File: config.mk
export PLATFORM = sky130hd
export DESIGN_NAME = pixel_writer
export DESIGN_NICKNAME = d
export VERILOG_FILES = /design/src/rtl/pixel_writer.sv
export SDC_FILE = /design/constraint.sdc
export NUM_CORES = 1
export LEC_CHECK = 0
export ABC_CLOCK_PERIOD_IN_PS = 10900
export CORE_MARGIN = 10
export CORE_UTILIZATION = 45
export CTS_BUF_LIST = sky130_fd_sc_hd__clkbuf_2
export CTS_CLUSTER_SIZE = 25
export DETAILED_ROUTE_END_ITERATION = 7
export GPL_TIMING_DRIVEN = 1
export PLACE_DENSITY = 0.7
export SYNTH_ARGS = -nofsm -noshare
export SYNTH_HDL_FRONTEND = slang
export SYNTH_SLANG_ARGS = --single-unit
File: constraint.sdc
create_clock -name clk -period 10.9 [get_ports clk]
set_input_delay 2.18 -clock clk [delete_from_list [all_inputs] [get_ports clk]]
set_output_delay 2.18 -clock clk [all_outputs]
set_load 0.01 [all_outputs]
File: src/rtl/pixel_writer.sv
// Pixel writer: executes 40-bit pixel commands as read-modify-write, copy or
// paste accesses on a 16-bit memory port. Define PIXEL_WRITER_WCACHE_EN to add
// a one-word write cache that lets a command skip the read when it hits.
module pixel_writer #(
  parameter int ADDR_W = 20,
  parameter int COLL_W = 16
) (
  input  logic              clk,
  input  logic              reset,
  input  logic              pixel_cmd_rdy,
  input  logic [39:0]       pixel_cmd,
  output logic              draw_busy,
  output logic [ADDR_W-1:0] mem_addr,
  output logic              mem_rd_req,
  output logic              mem_wr_req,
  output logic [15:0]       mem_wdata,
  input  logic [15:0]       mem_rdata,
  input  logic              mem_ack,
  output logic [31:0]       argb,
  output logic [COLL_W-1:0] wr_coll_cnt,
  output logic [COLL_W-1:0] paste_coll_cnt,
  output logic [2:0]        dbg_state
);

  // Handshake: a command transfers on a rising edge where pixel_cmd_rdy is
  // high and draw_busy is low. A memory request (rd or wr) stays high with
  // stable address/data until the cycle mem_ack is sampled high; acks seen
  // while no request is pending are ignored.

  localparam logic [2:0] S_IDLE = 3'd0;
  localparam logic [2:0] S_RD   = 3'd1;
  localparam logic [2:0] S_MOD  = 3'd2;
  localparam logic [2:0] S_WR   = 3'd3;
  localparam logic [2:0] S_DONE = 3'd4;

  localparam logic [3:0] C_PXWRI     = 4'd1;
  localparam logic [3:0] C_PXWRI_M   = 4'd2;
  localparam logic [3:0] C_PXPASTE   = 4'd3;
  localparam logic [3:0] C_PXPASTE_M = 4'd4;
  localparam logic [3:0] C_PXCOPY    = 4'd6;
  localparam logic [3:0] C_SETARGB   = 4'd7;
  localparam logic [3:0] C_RST_WR    = 4'd10;
  localparam logic [3:0] C_RST_PASTE = 4'd11;

  logic [2:0]        state_q, state_d;
  logic [3:0]        code_q, code_d;
  logic [7:0]        colour_q, colour_d;
  logic [2:0]        bsel_q, bsel_d;
  logic [3:0]        lsb_q, lsb_d;
  logic [15:0]       rdata_q, rdata_d;
  logic              busy_q, busy_d;
  logic [ADDR_W-1:0] addr_q, addr_d;
  logic [15:0]       wdata_q, wdata_d;
  logic [31:0]       argb_q, argb_d;
  logic [COLL_W-1:0] wcnt_q, wcnt_d;
  logic [COLL_W-1:0] pcnt_q, pcnt_d;
  logic [15:0]       paste_q, paste_d;

  logic [3:0]        in_code;
  logic [ADDR_W-1:0] cmd_addr;
  logic [2:0]        in_bsel;
  logic [3:0]        in_lsb;
  logic              accept;
  logic              is_reg_cmd;
  logic              is_mem_cmd;
  logic              cache_hit;
  logic [15:0]       cache_word;

  assign in_code    = pixel_cmd[39:36];
  assign cmd_addr   = ADDR_W'(pixel_cmd[19:0] & 20'hFFFFE);
  assign accept     = pixel_cmd_rdy && !busy_q && (state_q == S_IDLE);
  assign is_reg_cmd = (in_code == C_SETARGB) || (in_code == C_RST_WR) ||
                      (in_code == C_RST_PASTE);
  assign is_mem_cmd = (in_code == C_PXWRI) || (in_code == C_PXWRI_M) ||
                      (in_code == C_PXPASTE) || (in_code == C_PXPASTE_M) ||
                      (in_code == C_PXCOPY);

  // Pixel width as a 3-bit select (0:1 1:2 2:4 3:8 4:16 bpp); pixel 0 is the MSB field.
  always_comb begin
    in_bsel = 3'd4;
    in_lsb  = 4'd0;
    case (pixel_cmd[27:24])
      4'd0: begin in_bsel = 3'd0; in_lsb = 4'd15 - pixel_cmd[23:20]; end
      4'd1: begin in_bsel = 3'd1; in_lsb = 4'd14 - {pixel_cmd[22:20], 1'b0}; end
      4'd3: begin in_bsel = 3'd2; in_lsb = 4'd12 - {pixel_cmd[21:20], 2'b00}; end
      4'd7: begin in_bsel = 3'd3; in_lsb = 4'd8 - {pixel_cmd[20], 3'b000}; end
      default: begin in_bsel = 3'd4; in_lsb = 4'd0; end
    endcase
  end

  logic [15:0] fmask;
  logic [15:0] old_pix;
  logic [15:0] tcol;
  logic [15:0] col_t;
  logic [15:0] paste_t;
  logic [15:0] new_pix;
  logic [15:0] merged;

  always_comb begin
    case (bsel_q)
      3'd0:    fmask = 16'h0001;
      3'd1:    fmask = 16'h0003;
      3'd2:    fmask = 16'h000F;
      3'd3:    fmask = 16'h00FF;
      default: fmask = 16'hFFFF;
    endcase
  end

  assign old_pix = (rdata_q >> lsb_q) & fmask;
  assign tcol    = argb_q[15:0] & fmask;
  assign col_t   = {8'h00, colour_q} & fmask;
  assign paste_t = paste_q & fmask;
  assign new_pix = ((code_q == C_PXWRI) || (code_q == C_PXWRI_M)) ? col_t : paste_t;
  assign merged  = (rdata_q & ~(fmask << lsb_q)) | (new_pix << lsb_q);

  logic wr_inc, pa_inc, wr_clr, pa_clr;

  always_comb begin
    state_d  = state_q;
    code_d   = code_q;
    colour_d = colour_q;
    bsel_d   = bsel_q;
    lsb_d    = lsb_q;
    rdata_d  = rdata_q;
    busy_d   = busy_q;
    addr_d   = addr_q;
    wdata_d  = wdata_q;
    argb_d   = argb_q;
    paste_d  = paste_q;
    wr_inc   = 1'b0;
    pa_inc   = 1'b0;
    wr_clr   = 1'b0;
    pa_clr   = 1'b0;
    case (state_q)
      S_IDLE: begin
        if (accept) begin
          if (in_code == C_SETARGB) argb_d = pixel_cmd[31:0];
          if (in_code == C_RST_WR) wr_clr = 1'b1;
          if (in_code == C_RST_PASTE) pa_clr = 1'b1;
          if (is_mem_cmd) begin
            code_d   = in_code;
            colour_d = pixel_cmd[35:28];
            bsel_d   = in_bsel;
            lsb_d    = in_lsb;
            busy_d   = 1'b1;
            addr_d   = cmd_addr;
            // Full-word plain writes need no old data.
            if ((in_bsel == 3'd4) && ((in_code == C_PXWRI) || (in_code == C_PXPASTE))) begin
              state_d = S_WR;
              wdata_d = (in_code == C_PXWRI) ? {8'h00, pixel_cmd[35:28]} : paste_q;
            end else if (cache_hit) begin
              state_d = S_MOD;
              rdata_d = cache_word;
            end else begin
              state_d = S_RD;
            end
          end
        end
      end
      S_RD: begin
        if (mem_ack) begin
          rdata_d = mem_rdata;
          state_d = S_MOD;
        end
      end
      S_MOD: begin
        case (code_q)
          C_PXCOPY: begin
            paste_d = old_pix;
            pa_inc  = (old_pix != col_t);
            state_d = S_DONE;
          end
          C_PXPASTE_M: begin
            if (paste_t == tcol) begin
              state_d = S_DONE;
            end else begin
              pa_inc  = (old_pix != tcol);
              wdata_d = merged;
              state_d = S_WR;
            end
          end
          C_PXWRI_M: begin
            wr_inc  = (old_pix != tcol);
            wdata_d = merged;
            state_d = S_WR;
          end
          default: begin
            wdata_d = merged;
            state_d = S_WR;
          end
        endcase
      end
      S_WR: begin
        if (mem_ack) state_d = S_DONE;
      end
      S_DONE: begin
        busy_d  = 1'b0;
        state_d = S_IDLE;
      end
      default: state_d = S_IDLE;
    endcase

    // Saturating counters; a clear on the same edge as an increment wins.
    if (wr_clr) wcnt_d = '0;
    else if (wr_inc && (wcnt_q != '1)) wcnt_d = wcnt_q + 1'b1;
    else wcnt_d = wcnt_q;
    if (pa_clr) pcnt_d = '0;
    else if (pa_inc && (pcnt_q != '1)) pcnt_d = pcnt_q + 1'b1;
    else pcnt_d = pcnt_q;
  end

  always_ff @(posedge clk or posedge reset) begin
    if (reset) begin
      state_q  <= S_IDLE;
      code_q   <= '0;
      colour_q <= '0;
      bsel_q   <= '0;
      lsb_q    <= '0;
      rdata_q  <= '0;
      busy_q   <= 1'b0;
      addr_q   <= '0;
      wdata_q  <= '0;
      argb_q   <= '0;
      wcnt_q   <= '0;
      pcnt_q   <= '0;
      paste_q  <= '0;
    end else begin
      state_q  <= state_d;
      code_q   <= code_d;
      colour_q <= colour_d;
      bsel_q   <= bsel_d;
      lsb_q    <= lsb_d;
      rdata_q  <= rdata_d;
      busy_q   <= busy_d;
      addr_q   <= addr_d;
      wdata_q  <= wdata_d;
      argb_q   <= argb_d;
      wcnt_q   <= wcnt_d;
      pcnt_q   <= pcnt_d;
      paste_q  <= paste_d;
    end
  end

`ifdef PIXEL_WRITER_WCACHE_EN
  logic              cache_v_q, cache_v_d;
  logic [ADDR_W-1:0] cache_a_q, cache_a_d;
  logic [15:0]       cache_w_q, cache_w_d;

  assign cache_hit  = cache_v_q && (cache_a_q == cmd_addr);
  assign cache_word = cache_w_q;

  always_comb begin
    cache_v_d = cache_v_q;
    cache_a_d = cache_a_q;
    cache_w_d = cache_w_q;
    if ((state_q == S_WR) && mem_ack) begin
      cache_v_d = 1'b1;
      cache_a_d = addr_q;
      cache_w_d = wdata_q;
    end else if (accept && is_reg_cmd) begin
      cache_v_d = 1'b0;
    end
  end

  always_ff @(posedge clk or posedge reset) begin
    if (reset) begin
      cache_v_q <= 1'b0;
      cache_a_q <= '0;
      cache_w_q <= '0;
    end else begin
      cache_v_q <= cache_v_d;
      cache_a_q <= cache_a_d;
      cache_w_q <= cache_w_d;
    end
  end
`else
  assign cache_hit  = 1'b0 & is_reg_cmd;
  assign cache_word = 16'h0000;
`endif

  assign draw_busy      = busy_q;
  assign mem_addr       = addr_q;
  assign mem_rd_req     = (state_q == S_RD);
  assign mem_wr_req     = (state_q == S_WR);
  assign mem_wdata      = wdata_q;
  assign argb           = argb_q;
  assign wr_coll_cnt    = wcnt_q;
  assign paste_coll_cnt = pcnt_q;
  assign dbg_state      = state_q;

endmodule

== After elaboration in Yosys (flattened, before gate mapping) ==
Index checks and enable logic that the tools add are counted.
Cells by class
  add/subtract/negate cells: 6
  equal/unequal tests: 35
  shifts and indexed selects: 3
  mux-type cells: 37
  bitwise operators: 7
  reduce and logical (&&, ||, !) cells: 26
Operators with widths (count)
  16-bit 2-to-1 mux: 10
  16-bit bitwise AND: 4
  16-bit one-hot mux with 2 select lines: 2
  16-bit one-hot mux with 4 select lines: 1
  16-bit by 1-bit adder with 16-bit output, second input constant: 2
  16-bit != test: 2
  16-bit != test, second input constant: 2
  16-bit by 4-bit << shifter with 16-bit output: 2
  4-bit by 3-bit == test with 1-bit output, second input constant: 6
  3-bit one-hot mux with 4 select lines: 2
  8-bit by 16-bit bitwise AND with 16-bit output: 1
  16-bit == test: 1
  4-bit by 2-bit == test with 1-bit output, second input constant: 4
  16-bit NOT: 1
  16-bit bitwise OR: 1
  4-bit one-hot mux with 4 select lines: 1
  16-bit by 4-bit right shift with 16-bit output: 1
  4-bit subtractor, first input constant: 4
  3-bit 2-to-1 mux: 5
  3-bit by 2-bit == test with 1-bit output, second input constant: 4
  4-bit by 1-bit == test with 1-bit output, second input constant: 3
  1-bit 2-to-1 mux: 12
  3-bit AND reduction: 3
  4-bit == test, second input constant: 2
  other kinds (17): 38
Storage, ports and cells
  flip-flop bits (word level): 154
  logic and storage cells: 127

== Longest topological paths before layout ==
Gate-level depths: netlist of the first run.
  word-level depth: 10
  mapped depth: 13
  mapped depth without buffers: 9

== Worst setup path before layout of the first run ==
Ideal clock, no wire load.
  kind: input-to-reg
  start: input pixel_cmd_rdy
  end: register argb_q[10], in the netlist argb[10]
  library setup time: 0.125 ns
  arrival time: 3.563 ns
  data required time: 10.775 ns
  slack: 7.212 ns
  stages: 5
  path buffers: 2
  path through: and4b_1 and4b_1 clkbuf_1 clkbuf_1 mux2_2
On the way
  word-level cells in the longest chain between the ends: 3
RTL lines
  start: declaration: RTL line 10  | input logic pixel_cmd_rdy,
  1-bit logical AND (2 in a row): RTL line 71  | assign accept = pixel_cmd_rdy && !busy_q && (state_q == S_IDLE);
  3-bit AND reduction (no line)
  end signal: assignment: RTL line 237  | argb_q <= argb_d;
  end: declaration: RTL line 54  | logic [31:0] argb_q, argb_d;
Every way passes these cells.
A chain may end at the register's enable or synchronous reset.

== Final worst setup path of the first run ==
  start: register state_q[0], in the netlist dbg_state[0]
  end: output mem_rd_req
On the way
  word-level cells in the longest chain between the ends: 1
RTL lines
  start: declaration: RTL line 45  | logic [2:0] state_q, state_d;
  start signal: assignment: RTL line 228  | state_q <= state_d;
  3-bit by 1-bit == test with 1-bit output: RTL line 283  | assign mem_rd_req = (state_q == S_RD);
  end: declaration: RTL line 14  | output logic mem_rd_req,
Every way passes these cells.

==> results of run 1 <==
==> layout by cell type (no fill, tap or decap), drive strengths merged, types with 19 or more instances in the layout <==
cell type	count
clkbuf	19
a21oi	60
inv	21
o21ai	89
mux2i	54
clkdlybuf4s50	164
dfrtp	154
nor3	19
nor2	61
mux2	83
nand3	30
xor2	20
nand2	113
==> path summary, 6_finish.rpt <==
| check | from | end | slack [ps] | depth (start not counted) |
|---|---|---|---|---|
| min | mem_wdata[8] | mem_wdata[8] | 500 | 2 |
| max reg2reg | lsb_q[0] | wr_coll_cnt[4] | 6570 | 10 |
| max | dbg_state[0] | mem_rd_req | 6480 | 2 |
| max in group asynchronous | reset | rdata_q[13] | 7580 | 3 |
| min in group asynchronous | reset | paste_coll_cnt[11] | 1870 | 2 |
| min reg2reg | mem_wdata[8] | mem_wdata[8] | 500 | 2 |
==> registers in the layout, summed over array words and instances (netlist names), 8 cells and up <==
signal	count
argb	32
mem_addr	19
mem_wdata	16
paste_coll_cnt	16
paste_q	16
rdata_q	16
wr_coll_cnt	16
colour_q	8
==> critical path, stage by stage, from the launching register on <==
cell	delay, ps
dfrtp_1	550
nor3b_1	320
clkdlybuf4s50_1	600
==> cell families after synthesis <==
| kind of cell | after synthesis | share of synthesized area (%) |
|---|---|---|
| xor+xnor | 36 | 3.261 |
| compound gates | 261 | 17.90 |
| other cells | 1 | 0.03879 |
| flops | 154 | 39.86 |
| simple gates | 309 | 15.45 |
| mux | 153 | 19.31 |
| fa+ha+maj | 2 | 0.2588 |
| buf+inv | 83 | 3.921 |
==> routing by layer <==
layer	vias to the layer above	global-route usage [%]	share of wire, %
li1	3941	-	-
met1	4178	27.94	43
met2	393	31.80	43
met3	72	7.390	11
met4	0	8.782	3.4
met5	-	0	0
==> metrics by stage <==
| stage | hold WS, ps | cell area [sq um] | instances |
|---|---|---|---|
| final | 496.3 | 11680 | 1418 |
| after detailed placement | 462.4 | 11430 | 1385 |
| after global routing | 530.2 | 11680 | 1418 |
| after global placement | 461.4 | 11430 | 1385 |
| after floorplan | 492.4 | 9668 | 999 |
| after CTS | 506.5 | 11670 | 1417 |
==> report_power, final <==
part / internal [mW] / switching [mW] / total (mW) / leakage [nW]
Sequential: 0.806 / 0.353 / 1.16 / 1.94
Clock: 0.110 / 0.225 / 0.335 / 0.148
Combinational: 0.883 / 1.01 / 1.90 / 2.62
Total: 1.80 / 1.59 / 3.39 / 4.71
==> layout make-up <==
class / count / area, sq um / share of cell area, %
antenna: 1 / 2.502 / 0.02143
tap: 275 / 344.1 / 2.947
clock inverter: 13 / 145.1 / 1.243
sequential: 154 / 3855 / 33.01
clock buffer: 19 / 95.09 / 0.8143
timing repair buffer: 175 / 1724 / 14.76
inverter: 19 / 76.32 / 0.6536
multi-input combinational: 762 / 5435 / 46.54
==> synth_stat cells, types with 13 or more instances <==
| cell type | n |
|---|---|
| clkbuf_1 | 45 |
| mux2_2 | 80 |
| o21ai_0 | 82 |
| inv_1 | 16 |
| xor2_1 | 20 |
| nand3_1 | 30 |
| nor2_1 | 61 |
| nand2b_1 | 16 |
| or3_1 | 16 |
| a21oi_1 | 54 |
| nand2_1 | 113 |
| mux2i_1 | 51 |
| a31oi_1 | 13 |
| dfrtp_1 | 154 |
| nor3_1 | 19 |
| xnor2_1 | 16 |
| mux4_2 | 16 |
==> results.sh, run 1 <==
export IMPL_ys_types=80
export IMPL_fin_ws_ps=6480
export IMPL_clk_pin_slew_worst_paths_ps=240
export IMPL_cts_sinks=154
export IMPL_power_density_nw_per_um2=290.5
export IMPL_synth_area_per_cell_sq_um=9.678
export IMPL_vias_per_cell=6.054
export IMPL_drv_slew=0
export IMPL_status="complete, no violations"
export IMPL_final_hold_viol_count=0
export IMPL_period_minus_slack_ps=4420
export IMPL_crit_type="reg2out"
export IMPL_worstPathRequired_ps=8720
export IMPL_dieArea_sq_um=27750
export IMPL_port_buffers=164
export IMPL_async_flop_share_pct=100.0
export IMPL_nets=1191
export IMPL_drt_wl_total_microns=30390
export IMPL_grt_pass1_wl_microns=48580
export IMPL_h_tree_depth=4
export IMPL_synthTopCellsByArea="dfrtp_1 (40%), mux2_2 (9.3%), mux2i_1 (5.3%)"
export IMPL_finalSetupViolCount=0
export IMPL_antenna_found_initial=1
export IMPL_synth_seq_cells=154
export IMPL_via_count=8584
export IMPL_holdCritPathClass="reg2reg"
export IMPL_antenna_left=0
export IMPL_ys_seq_area_share_pct=39.86
export IMPL_postSynthCellCount=999
export IMPL_endpoint_kind="output pin"
export IMPL_crit_path_start_kind="flip-flop"
export IMPL_cts_buffer_depth=2
export IMPL_syn_num_nets=1061
export IMPL_syn_to_final_growth_pct=20.78
export IMPL_cts_resized=0
export IMPL_wl_per_cell_microns=21.43
export IMPL_dp_slack_ps=6268
export IMPL_rsz0062_at_grt="false"
export IMPL_place_gp_congestion=0.9296
export IMPL_drc=0
export IMPL_relSlewSlack_pct=27.82
export IMPL_crit_fanout=10
export IMPL_setup_tns_ps=0
export IMPL_ys_warn_count=0
export IMPL_cap_viol_max_count=0
export IMPL_finalClockSkew_ps=39.40
export IMPL_numCtsBuffers=17
export IMPL_cts_root_buf="clkbuf_2"
export IMPL_fmax_mhz=226.2
export IMPL_place_hpwl_microns=22070
export IMPL_synth_edf_count=0
export IMPL_die_height_microns=166.6
export IMPL_ios=166
export IMPL_nFillCells=1915
export IMPL_cts_tree="built"
export IMPL_synth_main_ff_cell="dfrtp_1"
export IMPL_yosysTopAreaCell="dfrtp_1"
export IMPL_dr_pass1_iters=5
export IMPL_rows=53
export IMPL_cts_hold_buffers=0
export IMPL_yosysTopAreaCellShare_pct=39.86
export IMPL_core_sq_um=21090
export IMPL_post_route_util_pct=55.38
export IMPL_first_iter_violations=743
export IMPL_gr_total_overflow=0
export IMPL_grt_use_total_pct=21.44
export IMPL_final_layout_size_suffix_gt1_share_pct=15.50
export IMPL_post_cts_buffers=0
export IMPL_syn_area_sq_um=9668
export IMPL_start_util_pct=45.85
export IMPL_grt_max_degree=83
export IMPL_grt_pass1_vias=8503
export IMPL_p_leak_nw=4.707
export IMPL_worst_pin_slew_ps=1079
export IMPL_ir_drop_uv=143.3
export IMPL_power_mw=3.392
export IMPL_clock_latency_ps=770
export IMPL_crit_arrival_ps=2240
export IMPL_finalCritPeriodShare_pct=40.55
export IMPL_die_w_microns=166.6
Note: power is estimated with default switching activity, not from simulation.
==> inputs of run 2 (changes only) <==
--- a/config.mk
+++ b/config.mk
@@ -5,7 +5,7 @@
 export SDC_FILE = /design/constraint.sdc
 export NUM_CORES = 1
 export LEC_CHECK = 0
-export ABC_CLOCK_PERIOD_IN_PS = 10900
+export ABC_CLOCK_PERIOD_IN_PS = 4640
 export CORE_MARGIN = 10
 export CORE_UTILIZATION = 45
 export CTS_BUF_LIST = sky130_fd_sc_hd__clkbuf_2
==> constraint.sdc (replaced) <==
create_clock -name clk -period 4.64 [get_ports clk]
set_input_delay 0.928 -clock clk [delete_from_list [all_inputs] [get_ports clk]]
set_output_delay 0.928 -clock clk [all_outputs]
set_load 0.01 [all_outputs]
==> results.sh, run 2 (synthesis gave the netlist of run 1 again) <==
export IMPL_cts_hold_buffers=0
export IMPL_grt_use_total_pct=21.55
export IMPL_cts_sinks=154
export IMPL_period_minus_slack_ps=3837
export IMPL_r2r_end="wr_coll_cnt[4]"
export IMPL_grt_pass1_vias=8395
export IMPL_fmax_mhz=260.6
export IMPL_min_from="mem_wdata[8]"
export IMPL_post_cts_buffers=0
export IMPL_final_cell_mix="clkdlybuf4s50_1 (164), dfrtp_1 (153), nand2_1 (113), o21ai_0 (82), mux2_2 (80)"
export IMPL_core_sq_um=21090
export IMPL_dp_slack_ps=854.3
export IMPL_power_mw=7.863
export IMPL_cap_viol_max_count=0
export IMPL_drt_wl_total_microns=30860
export IMPL_design_area_sq_um=11680
export IMPL_dieArea_sq_um=27750
export IMPL_rows=53
export IMPL_status="complete, no violations"
export IMPL_clk_pin_slew_worst_paths_ps=240
export IMPL_drc=0
export IMPL_port_buffers=164
export IMPL_finalSetupViolCount=0
export IMPL_antenna_left=0
export IMPL_stdcell_count=1425
export IMPL_rsz0062_at_grt="false"
export IMPL_wl_per_cell_microns=21.65
export IMPL_numCtsBuffers=17
export IMPL_finalCritPeriodShare_pct=82.69
export IMPL_grt_pass1_wl_microns=48740
export IMPL_first_iter_violations=782
export IMPL_worstPathRequired_ps=5240
export IMPL_nets=1200
export IMPL_start_util_pct=45.85
export IMPL_grt_max_degree=76
export IMPL_drv_slew=0
export IMPL_clock_latency_ps=740
export IMPL_h_tree_depth=4
export IMPL_largest_reg_flops=32
export IMPL_reg2reg_slack_ps=800
export IMPL_gr_total_overflow=0
export IMPL_final_layout_size_suffix_gt1_share_pct=15.93
export IMPL_via_count=8660
export IMPL_ios=166
export IMPL_endpoint_kind="flip-flop"
export IMPL_dp_cells=1394
export IMPL_crit_path_start_kind="flip-flop"
export IMPL_worstHoldPathCells=2
export IMPL_crit_type="reg2reg"
export IMPL_relSlewSlack_pct=28.04
export IMPL_crit_arrival_ps=4440
export IMPL_p_leak_nw=4.708
export IMPL_finalClockSkew_ps=37.53
export IMPL_cts_buffer_depth=2
export IMPL_fin_ws_ps=803.0
export IMPL_die_w_microns=166.6
export IMPL_worst_pin_slew_ps=1076
export IMPL_cts_resized=0
export IMPL_antenna_found_initial=2
export IMPL_dr_pass1_iters=6
export IMPL_final_common_cell="clkdlybuf4s50_1"
export IMPL_setup_tns_ps=0
export IMPL_place_hpwl_microns=23110
export IMPL_cts_tree="built"
export IMPL_holdCritPathClass="reg2reg"
export IMPL_cts_root_buf="clkbuf_2"
export IMPL_crit_fanout=29
export IMPL_post_dp_cell_area_sq_um=11510
export IMPL_place_gp_congestion=0.9610
export IMPL_rr_startpoint="lsb_q[0]"
export IMPL_die_height_microns=166.6
export IMPL_final_hold_viol_count=0
export IMPL_power_density_nw_per_um2=673.1
export IMPL_reg2reg_depth=9
export IMPL_whs_endpoint="mem_wdata[8]"
export IMPL_ir_drop_uv=338.5
export IMPL_vias_per_cell=6.077
export IMPL_syn_to_final_growth_pct=20.84
[run 2: cell types whose count changed in the layout (fill, tap and decap cells not counted), sizes merged]
cell	delta
inv	-1
buf	+9
clkinvlp	+3
clkbuf	-1
bufinv	-2
clkinv	-1
[run 2: critical path, cell delays in order, from the launching register on]
cell and delay [ps]:
dfrtp_2 870, mux2i_1 490, a2bb2oi_1 210, and3_1 200
or4_4 540, nor4_4 320, o311ai_4 230, o211ai_1 580
or3_1 200, a21oi_1 60
[run 2: per-layer routing]
metal  share of wire, %  global-route usage (%)  vias up
li1                   -                       -     3958
met1                 42                   28.62     4224
met2                 45                   32.30      410
met3                 10                   6.707       68
met4                2.7                   7.789        0
met5                  0                       0        -
[run 2: stage by stage]
step                      hold slack [ps]  util (%)
after CTS                           451.6     55.39
after global placement              457.3     54.60
after floorplan                     492.4         -
after detailed placement            461.2     54.60
final                               504.1     55.40
after global routing                487.7     55.40
[run 2: final cells by class]
class / instances / area, sq um
Clock inverter: 12 / 76.32
Tap cell: 275 / 344.1
Timing Repair Buffer: 184 / 1804
Fill cell: 1939 / 9405
Antenna cell: 1 / 2.502
Sequential cell: 154 / 3855
Multi-Input combinational cell: 762 / 5435
Clock buffer: 18 / 90.09
Inverter: 19 / 75.07
[run 2: worst max-delay path by stage]
stage | startpoint | to | slack [ps] | depth (start not counted)
after floorplan | lsb_q[1] | paste_coll_cnt[14] | 1710 | 11
after global placement | lsb_q[0] | wr_coll_cnt[14] | 930 | 9
after detailed placement | lsb_q[0] | wr_coll_cnt[4] | 850 | 9
after CTS | lsb_q[0] | wr_coll_cnt[4] | 850 | 9
after global routing | lsb_q[0] | wr_coll_cnt[10] | 430 | 9
final | lsb_q[0] | wr_coll_cnt[4] | 800 | 9
[run 2: power breakdown]
part / switching [mW] / internal (mW) / leakage (nW)
clock: 0.507 / 0.133 / 0.108
sequential: 0.873 / 1.89 / 1.94
combinational: 2.35 / 2.11 / 2.66
total: 3.73 / 4.14 / 4.71
==> inputs of run 3 (changes only) <==
--- a/config.mk
+++ b/config.mk
@@ -5,7 +5,7 @@
 export SDC_FILE = /design/constraint.sdc
 export NUM_CORES = 1
 export LEC_CHECK = 0
-export ABC_CLOCK_PERIOD_IN_PS = 4640
+export ABC_CLOCK_PERIOD_IN_PS = 3700
 export CORE_MARGIN = 10
 export CORE_UTILIZATION = 45
 export CTS_BUF_LIST = sky130_fd_sc_hd__clkbuf_2
==> constraint.sdc (replaced) <==
create_clock -name clk -period 3.7 [get_ports clk]
set_input_delay 0.74 -clock clk [delete_from_list [all_inputs] [get_ports clk]]
set_output_delay 0.74 -clock clk [all_outputs]
set_load 0.01 [all_outputs]
==> results.sh, run 3 (synthesis gave the netlist of run 1 again) <==
export IMPL_drt_wl_total_microns=32880
export IMPL_crit_fanout=19
export IMPL_reg2reg_depth=9
export IMPL_power_mw=10.34
export IMPL_drv_slew=0
export IMPL_relSlewSlack_pct=39.96
export IMPL_multiInputGateArea_sq_um=5435
export IMPL_antenna_left=0
export IMPL_core_sq_um=21090
export IMPL_h_tree_depth=4
export IMPL_grt_pass1_wl_microns=51450
export IMPL_grt_pass1_vias=8740
export IMPL_final_cell_mix="clkdlybuf4s50_1 (164), dfrtp_1 (153), nand2_1 (113), o21ai_0 (82), mux2_2 (80)"
export IMPL_nets=1229
export IMPL_dieArea_sq_um=27750
export IMPL_numCtsBuffers=17
export IMPL_busiest_layer="met2"
export IMPL_crit_type="reg2reg"
export IMPL_cpPeakStageDelay_ps=660
export IMPL_cap_viol_max_count=0
export IMPL_largest_reg_flops=32
export IMPL_cts_buffer_depth=2
export IMPL_nFillCells=1880
export IMPL_finalCritPeriodShare_pct=93.41
export IMPL_cts_root_buf="clkbuf_2"
export IMPL_critPathLaunch="lsb_q[0]"
export IMPL_fmax_mhz=289.3
export IMPL_antenna_found_initial=1
export IMPL_endpoint_kind="flip-flop"
export IMPL_dr_pass1_iters=7
export IMPL_grt_max_degree=101
export IMPL_crit_path_start_kind="flip-flop"
export IMPL_p_sw_share_pct=46.83
export IMPL_power_density_nw_per_um2=861.1
export IMPL_final_hold_viol_count=0
export IMPL_cts_sinks=154
export IMPL_place_gp_congestion=0.9535
export IMPL_worstPathRequired_ps=4360
export IMPL_use_met1_pct=30.10
export IMPL_period_minus_slack_ps=3456
export IMPL_port_buffers=164
export IMPL_combPwrFrac_pct=57.6
export IMPL_crit_arrival_ps=4120
export IMPL_p_leak_nw=4.887
export IMPL_cts_hold_buffers=0
export IMPL_die_height_microns=166.6
export IMPL_gr_total_overflow=0
export IMPL_final_layout_size_suffix_gt1_share_pct=18.17
export IMPL_seqPwrFrac_pct=33.3
export IMPL_rsz0062_at_grt="false"
export IMPL_clockPowerShare_pct=9.1
export IMPL_r2r_end="paste_coll_cnt[7]"
export IMPL_cpMostUsedCell="mux2i_1"
export IMPL_final_common_cell="clkdlybuf4s50_1"
export IMPL_die_w_microns=166.6
export IMPL_wl_per_cell_microns=22.61
export IMPL_ir_drop_uv=429.2
export IMPL_clk_pin_slew_worst_paths_ps=230
export IMPL_grt_use_total_pct=22.96
export IMPL_rr_startpoint="lsb_q[0]"
export IMPL_place_hpwl_microns=24650
export IMPL_cts_tree="built"
export IMPL_vias_per_cell=5.996
export IMPL_grt_use_met2_pct=35.04
export IMPL_setup_tns_ps=0
export IMPL_start_util_pct=45.85
export IMPL_drc=0
export IMPL_intPower_mw=5.497
export IMPL_status="complete, no violations"
export IMPL_rows=53
export IMPL_worst_pin_slew_ps=900.5
export IMPL_finalSetupViolCount=0
export IMPL_cp_endpoint="paste_coll_cnt[7]"
export IMPL_ios=166
export IMPL_slowest_stage="dfrtp_4"
export IMPL_use_met3_pct=6.307
export IMPL_via_count=8718
export IMPL_reg2reg_slack_ps=240
export IMPL_netSwitchingPower_mw=4.842
export IMPL_holdCritPathClass="in2async"
export IMPL_finalClockSkew_ps=45.28
export IMPL_regArea_sq_um=3857
export IMPL_worstPathCellList="mux2i_1, a22oi_1, and3_1, or4_4, nor4_4, o311ai_4, o211a_1, o21ai_1, mux2i_1"
export IMPL_clock_latency_ps=740
export IMPL_syn_to_final_growth_pct=24.18
export IMPL_first_iter_violations=991
run 3: cell count changes in the layout (fill, tap and decap cells not counted), sizes merged:
| cell | change |
|---|---|
| clkbuf | +1 |
| inv | -2 |
| buf | +29 |
| clkinv | -1 |
| bufinv | +2 |
run 3: worst min path at each step:
stage / slack (ps) / from / end
floorplan: 490 / code_q[3] / code_q[3]
global placement: 450 / mem_wdata[8] / mem_wdata[8]
detailed placement: 470 / mem_wdata[0] / mem_wdata[0]
CTS: 380 / reset / mem_addr[8]
global route: 400 / reset / argb[18]
finish: 420 / reset / argb[24]
run 3: what timing repair did:
item | 4_1_cts | 5_1_grt
endpoints found under the setup margin | 0 | 7
setup buffers | 0 | 0
resized for setup | 0 | 1
run 3: metal layers:
metal,vias to the layer above,part of all wire [%]
li1,4030,-
met1,4225,43
met2,403,45
met3,60,9.5
met4,0,2.9
met5,-,0
run 3: power by group through the flow:
stage               combinational [mW]  sequential [mW]  clock (mW)
CTS                               5.91             3.41       0.961
finish                            5.96             3.44       0.936
detailed placement                5.88             3.43           0
global placement                  5.85             3.42           0
global route                      6.42             3.53        1.02
floorplan                         3.41             3.20           0
run 3: layout make-up:
class / count / area share (%)
clock inverters: 11 / 1.032
inverters: 19 / 0.6253
diodes: 1 / 0.02084
well taps: 275 / 2.866
clock buffers: 19 / 0.7921
repair buffers: 213 / 17.26
multi-input cells: 762 / 45.27
flip-flops and latches: 154 / 32.13
run 3: stage by stage:
step | instance area, sq um | hold slack, ps | std cells | worst slack (ps) | util, %
final | 12010 | 423.3 | 1454 | 244.0 | 56.93
after global routing | 12010 | 400.9 | 1454 | 4.576 | 56.93
after CTS | 12000 | 377.4 | 1453 | 197.1 | 56.91
after detailed placement | 11780 | 472.7 | 1423 | 279.8 | 55.87
after global placement | 11780 | 449.8 | 1423 | 374.2 | 55.87
after floorplan | 9672 | 492.4 | 999 | 771.7 | -
run 3: worst max-delay path: cells and delay by family, from the launching register on:
kind / cells / cell delay (ps)
flops: 1 / 660
simple gates: 3 / 1090
compound gates: 4 / 1000
mux: 2 / 640
